$ cat src/rtl/ctrl_pkg.sv
// rtl/ctrl_pkg.sv - control bundle type, ALUOp codes and bubble constant
package ctrl_pkg;

    localparam int RD_W = 5;

    typedef enum logic [1:0] {
        ALU_ADD   = 2'b00,
        ALU_SUB   = 2'b01,
        ALU_RTYPE = 2'b10
    } alu_op_t;

    typedef struct packed {
        alu_op_t         alu_op;
        logic            alu_src;
        logic            branch;
        logic            jump;
        logic            mem_read;
        logic            mem_write;
        logic            mem_2_reg;
        logic            reg_write;
        logic [RD_W-1:0] rd;
    } ctrl_bundle_t;

    // A bubble must never touch memory or the register file.
    localparam ctrl_bundle_t CTRL_BUBBLE = '{
        alu_op:    ALU_ADD,
        alu_src:   1'b0,
        branch:    1'b0,
        jump:      1'b0,
        mem_read:  1'b0,
        mem_write: 1'b0,
        mem_2_reg: 1'b0,
        reg_write: 1'b0,
        rd:        '0
    };

endpackage

$ cat src/rtl/ctrl_stage_reg.sv
// rtl/ctrl_stage_reg.sv - one control pipeline register with hold and bubble insert
module ctrl_stage_reg
    import ctrl_pkg::*;
(
    input  logic         clk,
    input  logic         rst,
    input  logic         en,
    input  logic         clr,
    input  ctrl_bundle_t d,
    output ctrl_bundle_t q
);

    always_ff @(posedge clk) begin
        if (rst) begin
            q <= CTRL_BUBBLE;
        end else if (en) begin
            q <= clr ? CTRL_BUBBLE : d;
        end
    end

endmodule

$ cat src/rtl/ctrl_pipe.sv
// rtl/ctrl_pipe.sv - ID/EX, EX/MEM, MEM/WB control pipeline with load-use and flush handling
module ctrl_pipe
    import ctrl_pkg::*;
#(
    parameter int REG_ADDR_W = RD_W,
    parameter int CNT_W      = 16
) (
    input  logic                  clk,
    input  logic                  rst,
    input  logic                  en,
    input  logic [1:0]            id_alu_op,
    input  logic                  id_alu_src,
    input  logic                  id_branch,
    input  logic                  id_jump,
    input  logic                  id_mem_read,
    input  logic                  id_mem_write,
    input  logic                  id_mem_2_reg,
    input  logic                  id_reg_write,
    input  logic [REG_ADDR_W-1:0] id_rs1,
    input  logic [REG_ADDR_W-1:0] id_rs2,
    input  logic [REG_ADDR_W-1:0] id_rd,
    input  logic                  ex_taken,
    output logic [1:0]            ex_alu_op,
    output logic                  ex_alu_src,
    output logic                  ex_branch,
    output logic                  ex_jump,
    output logic                  ex_mem_read,
    output logic                  ex_mem_write,
    output logic                  ex_mem_2_reg,
    output logic                  ex_reg_write,
    output logic [REG_ADDR_W-1:0] ex_rd,
    output logic                  mem_mem_read,
    output logic                  mem_mem_write,
    output logic                  mem_mem_2_reg,
    output logic                  mem_reg_write,
    output logic [REG_ADDR_W-1:0] mem_rd,
    output logic                  wb_mem_2_reg,
    output logic                  wb_reg_write,
    output logic [REG_ADDR_W-1:0] wb_rd,
    output logic                  stall,
    output logic                  flush_if_id,
    output logic [CNT_W-1:0]      stall_cnt,
    output logic [CNT_W-1:0]      flush_cnt
);

    ctrl_bundle_t id_b, ex_q, mem_q, wb_q;
    logic         load_use;
    logic         unused_fields;

    // Writes to x0 are dropped at entry so later stages never see them.
    always_comb begin
        id_b           = CTRL_BUBBLE;
        id_b.alu_op    = alu_op_t'(id_alu_op);
        id_b.alu_src   = id_alu_src;
        id_b.branch    = id_branch;
        id_b.jump      = id_jump;
        id_b.mem_read  = id_mem_read;
        id_b.mem_write = id_mem_write;
        id_b.mem_2_reg = id_mem_2_reg;
        id_b.reg_write = id_reg_write && (id_rd != '0);
        id_b.rd        = id_rd;
    end

    assign load_use    = ex_q.mem_read && (ex_q.rd != '0)
                         && ((ex_q.rd == id_rs1) || (ex_q.rd == id_rs2));
    assign stall       = load_use && !ex_taken;
    assign flush_if_id = ex_taken;

    ctrl_stage_reg u_id_ex  (.clk(clk), .rst(rst), .en(en), .clr(ex_taken || load_use), .d(id_b),  .q(ex_q));
    ctrl_stage_reg u_ex_mem (.clk(clk), .rst(rst), .en(en), .clr(1'b0),                 .d(ex_q),  .q(mem_q));
    ctrl_stage_reg u_mem_wb (.clk(clk), .rst(rst), .en(en), .clr(1'b0),                 .d(mem_q), .q(wb_q));

    always_ff @(posedge clk) begin
        if (rst) begin
            stall_cnt <= '0;
            flush_cnt <= '0;
        end else if (en) begin
            if (stall && (stall_cnt != '1)) begin
                stall_cnt <= stall_cnt + CNT_W'(1);
            end
            if (ex_taken && (flush_cnt != '1)) begin
                flush_cnt <= flush_cnt + CNT_W'(1);
            end
        end
    end

    assign ex_alu_op     = ex_q.alu_op;
    assign ex_alu_src    = ex_q.alu_src;
    assign ex_branch     = ex_q.branch;
    assign ex_jump       = ex_q.jump;
    assign ex_mem_read   = ex_q.mem_read;
    assign ex_mem_write  = ex_q.mem_write;
    assign ex_mem_2_reg  = ex_q.mem_2_reg;
    assign ex_reg_write  = ex_q.reg_write;
    assign ex_rd         = ex_q.rd;
    assign mem_mem_read  = mem_q.mem_read;
    assign mem_mem_write = mem_q.mem_write;
    assign mem_mem_2_reg = mem_q.mem_2_reg;
    assign mem_reg_write = mem_q.reg_write;
    assign mem_rd        = mem_q.rd;
    assign wb_mem_2_reg  = wb_q.mem_2_reg;
    assign wb_reg_write  = wb_q.reg_write;
    assign wb_rd         = wb_q.rd;

    // Later stages carry the full bundle but only expose the fields consumed downstream.
    assign unused_fields = ^{mem_q.alu_op, mem_q.alu_src, mem_q.branch, mem_q.jump,
                             wb_q.alu_op, wb_q.alu_src, wb_q.branch, wb_q.jump,
                             wb_q.mem_read, wb_q.mem_write};

endmodule

$ cat config.mk
export PLATFORM = sky130hd
export DESIGN_NAME = ctrl_pipe
export DESIGN_NICKNAME = d
export VERILOG_FILES = /design/src/rtl/ctrl_pkg.sv /design/src/rtl/ctrl_stage_reg.sv /design/src/rtl/ctrl_pipe.sv
export SDC_FILE = /design/constraint.sdc
export NUM_CORES = 1
export LEC_CHECK = 0
export ABC_AREA = 1
export BUFFER_PORTS_ARGS = -buffer_cell sky130_fd_sc_hd__buf_4
export CAP_MARGIN = 40
export CORE_ASPECT_RATIO = 1.5
export CORE_UTILIZATION = 46
export CTS_CLUSTER_DIAMETER = 120
export DETAILED_ROUTE_END_ITERATION = 10
export HOLD_SLACK_MARGIN = 0.15
export PLACE_DENSITY_LB_ADDON = 0.3
export SYNTH_ARGS = -nofsm -noshare
export SYNTH_HDL_FRONTEND = slang
export SYNTH_SLANG_ARGS = --single-unit
$ cat constraint.sdc
create_clock -name clk -period 1.7 [get_ports clk]
set_input_delay 0.51 -clock clk [delete_from_list [all_inputs] [get_ports clk]]
set_output_delay 0.51 -clock clk [all_outputs]
set_load 0.02 [all_outputs]
After elaboration in Yosys (flattened, before gate mapping) --
Cells that the tools add are included. Widths: inputs -> output; s select.
Storage, ports and cells: bits in registers 62, input port bits 28
Cells by class: eq/ne operators 4, multiplexer cells 1, reductions and logical operators 13, add/subtract/negate cells 2
Operator list (count):
- $add 16x1->16 const B | 2
- $ne 16x16->1 const B | 2
- $mux 14 | 1
- $eq 5x5->1 | 2
- $reduce_bool 5->1 | 2
- $logic_and 1x1->1 | 6
- $reduce_and 2->1 | 2
- $logic_or 1x1->1 | 2
- $logic_not 1->1 | 1

Logic depth before layout (Yosys ltp) --
Gate-level depths: netlist of the first run.
depth in word-level cells 6, depth in mapped cells 12, gate-level depth less buffers 11

By module --
From an unflattened synthesis of the first run, not the netlist that was laid out.
Unflattened totals: cells, all modules 504, area total of the unflattened synthesis 3589.7 sq um
Modules (own cells, without submodules):
- ctrl_pipe | cells each 318, area each 2016.9 sq um, times used 1, sequential area each 640.6 sq um
- ctrl_stage_reg | cells each 62, area each 524.3 sq um, times used 3, sequential area each 280.3 sq um

Worst setup path after synthesis of the first run --
Ideal clock, no wire load.
path type register to register, start point register stall_cnt[0], end point register stall_cnt[14], library setup time 0.115 ns, period minus slack after synthesis 1.761 ns, arrival time 1.646 ns, required time 1.585 ns, cell stages (with the launch flop) 11, path slack -0.061 ns, cells stage by stage dfxtp_1 > ha_1 > nand2_1 > nor3_1 > inv_1 > nor2_1 > nand3_1 > nor2_1 > nand3_1 > nand2_1 > nor2_1
On the way: word-level cells in the longest chain between the ends 3, elaborated cells on any way between the ends 4, classes of those cells add/sub (1); eq/ne (1); reduce/logical (2)
RTL lines:
- from (decl) | RTL line ctrl_pipe.sv:42 | output logic [CNT_W-1:0] stall_cnt,
- from (signal assigned) | RTL line ctrl_pipe.sv:79 | stall_cnt <= stall_cnt + CNT_W'(1);
- parallel branches: the longest is 3 deep, another holds $add 16x1->16
Several ways; the timed one is not identified. A chain may end at the register's enable or synchronous reset.

Final worst setup path of the first run --
start point register u_id_ex.q[3] (netlist name), end point output port stall
On the way: word-level cells in the longest chain between the ends 4, elaborated cells on any way between the ends 7, classes of those cells eq/ne (2); reduce/logical (5)
RTL lines:
- from (decl) | RTL line ctrl_stage_reg.sv:10 | output ctrl_bundle_t q
- from (signal assigned) | RTL line ctrl_stage_reg.sv:17 | q <= clr ? CTRL_BUBBLE : d;
- $eq 5x5->1 or $reduce_bool 5->1 (tied branches) | RTL line ctrl_pipe.sv:65, ctrl_pipe.sv:64
- $logic_or 1x1->1 or $logic_and 1x1->1 (tied branches) | RTL line ctrl_pipe.sv:65, ctrl_pipe.sv:64
- $logic_and 1x1->1 (*) | RTL line ctrl_pipe.sv:65 | && ((ex_q.rd == id_rs1) || (ex_q.rd == id_rs2));
- $logic_and 1x1->1 (*) | RTL line ctrl_pipe.sv:66 | assign stall = load_use && !ex_taken;
- to (decl) | RTL line ctrl_pipe.sv:40 | output logic stall,
Mark *: on every way between the ends. The rest lies on a longest branch, timed or not.

==> summary.log, run 1 <==
INFO  pwr            swShare=24.7%
INFO  pwr            p_switching=0.826mW
INFO  drt            dr_total_vias=3371
INFO  sta            layout_min_cycle_time=2040ps
INFO  global_routing grt_start_max_net_pins=40
INFO  flow_run       maxCapViolations=0
INFO  finish         n_antenna_cell=0
INFO  drt            route.detailed.drc=0
INFO  clock_tree     clkSinkCount=62
INFO  synth          synth_seq_cells=62
INFO  global_routing gr-max-usage-layer=met2
INFO  clock_tree     cts.reportedPaths.clkPinSlew=80ps
INFO  synth          dominant_combinational_cell_family_by_area_after_synthesis=simple AND/OR/NAND/NOR gates
INFO  sta            timing_max_transition_violations_final=0
INFO  run_status     violations=negative setup slack
INFO  sta            fmax=0.491GHz
INFO  pwr            clockPowerShare=43.4%
INFO  global_routing antenna_found_initial=0
INFO  global_routing vias_in_the_first_global_route=3237
INFO  synth          synth-adder-area-share=0.825%
INFO  synth          seq_area_frac_synth=40.9%
INFO  finish         final_core_utilization=70.9%
INFO  finish         fillerInstances=520
INFO  synth          syn_area=3030um2
INFO  sta            hold_viol=0
INFO  worst_setup_path worstSetupStartpointType=flop
INFO  pwr            power.total=3.34mW
INFO  finish         layout-drive-gt1-share=35.2%
INFO  pwr            total_leakage_power=2.01nW
INFO  clock_tree     cts.path.max_buffers=2
INFO  worst_setup_path timing_worst_setup_path_type=reg2out
INFO  die            design.die.area=6930um2
INFO  placement      placed_area=3950um2
INFO  synth          synth-compound-area-share=10.2%
INFO  worst_setup_path origin_of_the_critical_flop_to_flop_path=u_id_ex.q[3]
INFO  worst_setup_path worst-r2r-setup-slack=0ps
INFO  clock_tree     cts-root-buf=clkbuf_8
INFO  global_routing grt.total_usage=26.2%
INFO  synth          synth_area_per_cell=6.78um2
INFO  synth          synthesis.nets=477
INFO  pwr            internal-power=2.52mW
INFO  sta            final.setup.tns=-337ps
INFO  min_path       hold_path_depth=3
INFO  die            floorplan.die.height=101um
INFO  worst_setup_path worstPathRequired=1190ps
INFO  run_status     run_status=finished, violations left
INFO  pwr            power_frac_comb=11.1%
INFO  global_routing globalRouteMet1Util=23.5%
INFO  sta            timing.final.ws_setup=-337ps
INFO  sta            timing_worst_slew_pin_value=415ps
INFO  placement      preCtsSetupSlack=-172ps
INFO  sta            max_slew_margin=72.3%
INFO  clock_tree     clock_tree_from_tritoncts=built
INFO  synth          synth_cell_types=32
INFO  sta            fin_worst_skew=13.7ps
INFO  clock_tree     clock_insertion_delay_worst_skew=350ps
INFO  sta            rsz0062_at_grt=true
INFO  drt            detail_route.iter0.violations=139
INFO  sta            fin_hold_ws=436ps
INFO  global_routing use_met3=5.63%
INFO  synth          synth_xor_area_share=2.02%
INFO  clock_tree     cts_buffers=9
INFO  worst_setup_path reg2regPathDepth=12
INFO  drt            drt.antenna.violating_nets=0
INFO  drt            vias_per_cell=5.19
INFO  global_routing grt.met2_usage=49.9%
INFO  synth          synthDominantAreaCellType=dfxtp_1
INFO  pwr            sequentialPowerShare=45.5%
INFO  global_routing global_route_wire_length_before_repair=13.5mm
INFO  placement      place.port_buffers=91
INFO  synth          yosys.area.top_type_share=40.9%
INFO  die            starting_density_of_the_core=48.4%
INFO  clock_tree     hold_buffers=0
INFO  worst_setup_path critPathCaptureType=output port
INFO  finish         layout-area-overhead-vs-synth=46.5%
INFO  drt            detail_route.wirelength=9.15mm
INFO  pwr            p_per_area=753nW/um2
INFO  worst_setup_path path_max_fanout=5
INFO  synth          yosysWarnings=0
INFO  global_routing grt_remaining_overflow=0
INFO  finish         fin_area=4440um2
INFO  die            core_region_area=6260um2
INFO  die            rows=35
INFO  synth          synth_cells=447
INFO  sta            post-route-period-util=120%
INFO  min_path       whs_endpoint=u_id_ex.q[3]
INFO  drt            first_pass_iters=6
INFO  placement      placed_cells_incl_taps=622
INFO  placement      replace_congestion=0.873
INFO  worst_setup_path worst-endpoint-arrival=1530ps
INFO  synth          synth_simple_gate_area_share=37.2%
INFO  synth          post_synth_main_area_contributors=dfxtp_1, nand2_1, nor2_1, nand3_1, a21oi_1
INFO  min_path       hold_path_startpoint=id_rd[3]
INFO  drt            routedWlPerCell=14.1um
INFO  die            die_width=68.3um
INFO  pwr            peakVddDrop=0.000557V
INFO  min_path       min-delay-path-class=in2reg
INFO  die            floorplan.io_pins=92
INFO  finish         final_cells=650
INFO  sta            timing.final.setup_violations=1
INFO  finish         finalNetCount=601
INFO  worst_setup_path reg2reg_to=stall_cnt[12]
INFO  placement      place.detailed.hpwl=6.25mm
INFO  synth          synthMuxAreaShare=0%
INFO  clock_tree     htree_num_levels=3
-- metal layers --
metal | part of all wire (%) | wire (um)
met1 | 35 | 3190
met2 | 57 | 5220
met3 | 4.6 | 421
met4 | 3.5 | 321
met5 | 0 | 0
-- power groups by stage --
stage          sequential, mW  clock [mW]  combinational, mW
2_1_floorplan            1.60           0              0.146
3_3_place_gp             1.56           0              0.353
3_5_place_dp             1.56           0              0.359
4_1_cts                  1.52        1.47              0.363
5_1_grt                  1.52        1.55              0.407
6_report                 1.52        1.45              0.372
-- placed cells by master, fill, tap and decap left out, types with 2 or more instances in the layout --
master / count
a21oi_1: 29
buf_12: 2
buf_4: 122
buf_6: 5
bufinv_16: 2
clkbuf_8: 10
clkinv_4: 2
dfxtp_1: 51
dfxtp_2: 6
dfxtp_4: 5
inv_1: 39
inv_2: 5
inv_4: 4
nand2_1: 95
nand2_2: 5
nand2_4: 2
nand3_1: 26
nand3_2: 6
nand3_4: 2
nand4_1: 6
nor2_1: 76
nor2_2: 7
nor2_4: 6
nor3_1: 12
nor3_2: 4
nor3b_1: 2
o21ai_0: 24
xnor2_1: 3
xor2_1: 4
-- worst max-delay path by stage --
| stage | from | endpoint | cells past startpoint |
|---|---|---|---|
| global placement | id_rs2[2] | stall | 9 |
| floorplan | flush_cnt[1] | flush_cnt[0] | 8 |
| global route | u_id_ex.q[3] | stall | 9 |
| detailed placement | id_rs1[3] | stall | 9 |
| CTS | u_id_ex.q[3] | stall | 9 |
| finish | u_id_ex.q[3] | stall | 9 |
-- sequential cells by signal, indices dropped and copies added, names as in the netlist --
signal	cells
u_ex_mem.q	9
u_id_ex.q	14
u_mem_wb.q	7
flush_cnt	16
stall_cnt	16
-- Yosys cell counts --
master	instances
inv_2	8
nand2_1	99
inv_1	40
nor3b_1	2
nor2_2	6
o31ai_1	1
and3_1	1
buf_6	2
o21bai_2	1
o21bai_1	1
nor3_2	2
buf_4	1
nand4_1	6
nand3_1	31
o21ai_0	25
xnor2_1	3
nor2_4	2
ha_1	2
nand4_4	1
a21oi_1	30
buf_1	4
dfxtp_1	62
clkbuf_1	6
nand2_4	1
nand3_2	3
nor2_1	80
nor3_1	15
nand2_2	2
xor2_1	4
a31oi_1	1
nand4_2	1
buf_2	4
-- area by class of cell --
| class | instances | area [um2] | share of cell area, % |
|---|---|---|---|
| inverter | 48 | 190 | 4.28 |
| sequential | 62 | 1270 | 28.5 |
| clock buffer | 11 | 141 | 3.18 |
| clock inverter | 5 | 82.6 | 1.86 |
| timing repair buffer | 129 | 1010 | 22.8 |
| multi-input combinational | 321 | 1650 | 37.3 |
| tap | 74 | 92.6 | 2.09 |
-- kinds of logic after synthesis --
kind of cell | count (synthesis)
AOI/OAI and AO/OA | 59
xor gates and xnor gates | 7
adders and majority gates | 2
buffers and inverters | 65
DFF | 62
and+or+nand+nor | 252
-- worst max-delay path: stages (launching register included) --
cell     delay [ps]
dfxtp_4         390
inv_4            50
nand2_2          50
nand2_1          40
nor2_1           90
nand3_1          90
nand2_2         150
nand3_2         120
inv_2            70
buf_6           110
-- what timing repair did --
item | in CTS | in global routing
pin swaps | 3 | 17
setup endpoints to repair | 7 | 35
gates resized for setup | 13 | 35
cloned | 0 | 1
buffers inserted | 2 | 9
(Power assumes the default switching activity.)
==> run 2, diff against run 1 <==
--- a/config.mk
+++ b/config.mk
@@ -9,11 +9,12 @@
 export BUFFER_PORTS_ARGS = -buffer_cell sky130_fd_sc_hd__buf_4
 export CAP_MARGIN = 40
 export CORE_ASPECT_RATIO = 1.5
-export CORE_UTILIZATION = 46
+export CORE_UTILIZATION = 48
 export CTS_CLUSTER_DIAMETER = 120
 export DETAILED_ROUTE_END_ITERATION = 10
 export HOLD_SLACK_MARGIN = 0.15
 export PLACE_DENSITY_LB_ADDON = 0.3
 export SYNTH_ARGS = -nofsm -noshare
 export SYNTH_HDL_FRONTEND = slang
+export SYNTH_HIERARCHICAL = 1
 export SYNTH_SLANG_ARGS = --single-unit
==> run 2 against run 1 <==
  * The run still ends with negative setup slack left
  * Register-to-register slack got worse by 60 ps
  * Design area rose by 0.70%
  * Area after synthesis rose by 4.8%
  * Largest cell class unchanged
  * Largest power group unchanged
==> summary.log, run 2 <==
INFO  sta            fin_worst_skew=12.4ps
INFO  sta            fin_hold_ws=448ps
INFO  clock_tree     cts.reportedPaths.clkPinSlew=70ps
INFO  min_path       min-delay-path-class=in2reg
INFO  clock_tree     clock_insertion_delay_worst_skew=330ps
INFO  placement      preCtsSetupSlack=-192ps
INFO  die            design.die.area=6950um2
INFO  drt            drt.antenna.violating_nets=0
INFO  worst_setup_path worst-r2r-setup-slack=-60ps
INFO  finish         layout-drive-gt1-share=33.7%
INFO  global_routing global_route_wire_length_before_repair=12.7mm
INFO  drt            detail_route.iter0.violations=149
INFO  clock_tree     clock_tree_from_tritoncts=built
INFO  clock_tree     cts.path.max_buffers=2
INFO  global_routing antenna_found_initial=0
INFO  clock_tree     clkSinkCount=62
INFO  finish         layout_commonest_cell=buf_4
INFO  placement      place.port_buffers=91
INFO  global_routing vias_in_the_first_global_route=3108
INFO  clock_tree     cts_buffers=9
INFO  synth          syn_area=3180um2
INFO  clock_tree     htree_num_levels=3
INFO  sta            rsz0062_at_grt=true
INFO  die            rows=35
INFO  synth          synth_area_per_cell=6.97um2
INFO  die            core_region_area=6260um2
INFO  worst_setup_path worstSetupStartpointType=flop
INFO  sta            post-route-period-util=117%
INFO  pwr            total_leakage_power=1.93nW
INFO  clock_tree     hold_buffers=0
INFO  sta            timing_max_transition_violations_final=0
INFO  worst_setup_path path_max_fanout=4
INFO  worst_setup_path number_of_buffers_and_inverters_on_the_critical_path=3
INFO  clock_tree     cts-root-buf=clkbuf_8
INFO  min_path       hold_path_startpoint=id_alu_op[0]
INFO  finish         final_core_utilization=71.4%
INFO  drt            route.detailed.drc=0
INFO  finish         layout-area-overhead-vs-synth=40.8%
INFO  flow_run       maxCapViolations=0
INFO  finish         fin_area=4470um2
INFO  finish         fillerInstances=512
INFO  min_path       hold_path_depth=3
INFO  worst_setup_path worstPathCellList=buf_6 > nand2_2 > nand2_1 > nor2_1 > nand3_1 > nand2_2 > nand3_2 > inv_2 > buf_6
INFO  drt            detail_route.wirelength=8.43mm
INFO  worst_setup_path timing_worst_setup_path_type=reg2out
INFO  finish         most_frequent_cells_in_the_layout=buf_4, nand2_1, dfxtp_1
INFO  global_routing grt_start_max_net_pins=37
INFO  worst_setup_path critPathCaptureType=output port
INFO  worst_setup_path origin_of_the_critical_flop_to_flop_path=u_id_ex/q[1]
INFO  drt            vias_per_cell=5.11
INFO  worst_setup_path crit_slowest_cell=dfxtp_4
INFO  die            starting_density_of_the_core=50.7%
INFO  worst_setup_path worst-endpoint-arrival=1490ps
INFO  finish         n_antenna_cell=0
INFO  drt            first_pass_iters=5
INFO  global_routing grt.total_usage=24.1%
INFO  sta            layout_min_cycle_time=2000ps
INFO  sta            timing.final.ws_setup=-295ps
INFO  die            floorplan.die.height=102um
INFO  die            floorplan.io_pins=92
INFO  run_status     violations=negative setup slack
INFO  min_path       whs_endpoint=u_id_ex/q[12]
INFO  placement      replace_congestion=0.846
INFO  sta            timing.final.setup_violations=15
INFO  placement      placed_area=4090um2
INFO  worst_setup_path cpLargestDelayFamily=simple AND/OR/NAND/NOR gates
INFO  sta            hold_viol=0
INFO  worst_setup_path reg2reg_to=u_id_ex/q[3]
INFO  finish         reg_top3=flush_cnt (16), stall_cnt (16), u_id_ex/q (14)
INFO  pwr            peakVddDrop=0.000534V
INFO  sta            fmax=0.501GHz
INFO  sta            final.setup.tns=-807ps
INFO  worst_setup_path worst_path_largest_cell_delay=360ps
INFO  finish         finalNetCount=616
INFO  drt            routedWlPerCell=12.7um
INFO  drt            dr_total_vias=3398
INFO  die            die_width=68.4um
INFO  worst_setup_path reg2regPathDepth=12
INFO  run_status     run_status=finished, violations left
INFO  synth          yosysWarnings=6
INFO  global_routing grt_remaining_overflow=0
INFO  worst_setup_path worstPathRequired=1190ps
INFO  placement      place.detailed.hpwl=5.84mm
INFO  pwr            p_per_area=692nW/um2
INFO  synth          synth_cells=456
## run 2: cell type report
type                    count  area (um2)  area share, %
clock buffers              10         138           3.08
flip-flops and latches     62        1260           28.2
inverters                  53         203           4.53
well taps                  74        92.6           2.07
multi-input cells         325        1660           37.2
clock inverters             6        61.3           1.37
repair buffers            134        1040           23.4
repair inverters            1        7.51          0.168
## run 2: routing by layer
metal / up-vias / wire length (um) / global-route usage (%)
li1: 1715 / - / -
met1: 1563 / 3360 / 24.4
met2: 104 / 4400 / 44.7
met3: 16 / 496 / 6.42
met4: 0 / 182 / 9.46
met5: - / 0 / 0
## run 2: worst max-delay path by stage
stage,cells after the start,from,to
global route,9,u_id_ex/q[1],stall
detailed placement,9,id_rs1[0],stall
finish,9,u_id_ex/q[1],stall
CTS,9,u_id_ex/q[1],stall
floorplan,8,u_id_ex/q[3],stall
global placement,9,id_rs1[2],stall
## run 2: tightest hold or removal path, delay by kind of cell
kind,cells,cell delay (ps)
AOI/OAI and AO/OA,1,50
buffers and inverters,1,110
and+or+nand+nor,1,70
## run 2: stage by stage
step / power, mW / instances
after detailed placement: 1.82 / 642
final: 3.10 / 665
after CTS: 3.12 / 663
after global placement: 1.81 / 642
after global routing: 3.22 / 665
after floorplan: 1.69 / 457
## run 2: what timing repair did
| item | in CTS | in global routing |
|---|---|---|
| cloned | 0 | 2 |
| setup buffers | 8 | 4 |
| pin swaps | 6 | 7 |
| setup endpoints to repair | 6 | 37 |
| hold endpoints to repair | 0 | 0 |
| resized for setup | 18 | 27 |
## run 2: power breakdown
group          internal, mW  switching, mW  leakage, nW
Combinational         0.139          0.179         1.32
Clock                 0.711          0.579        0.102
Sequential             1.47         0.0185        0.506
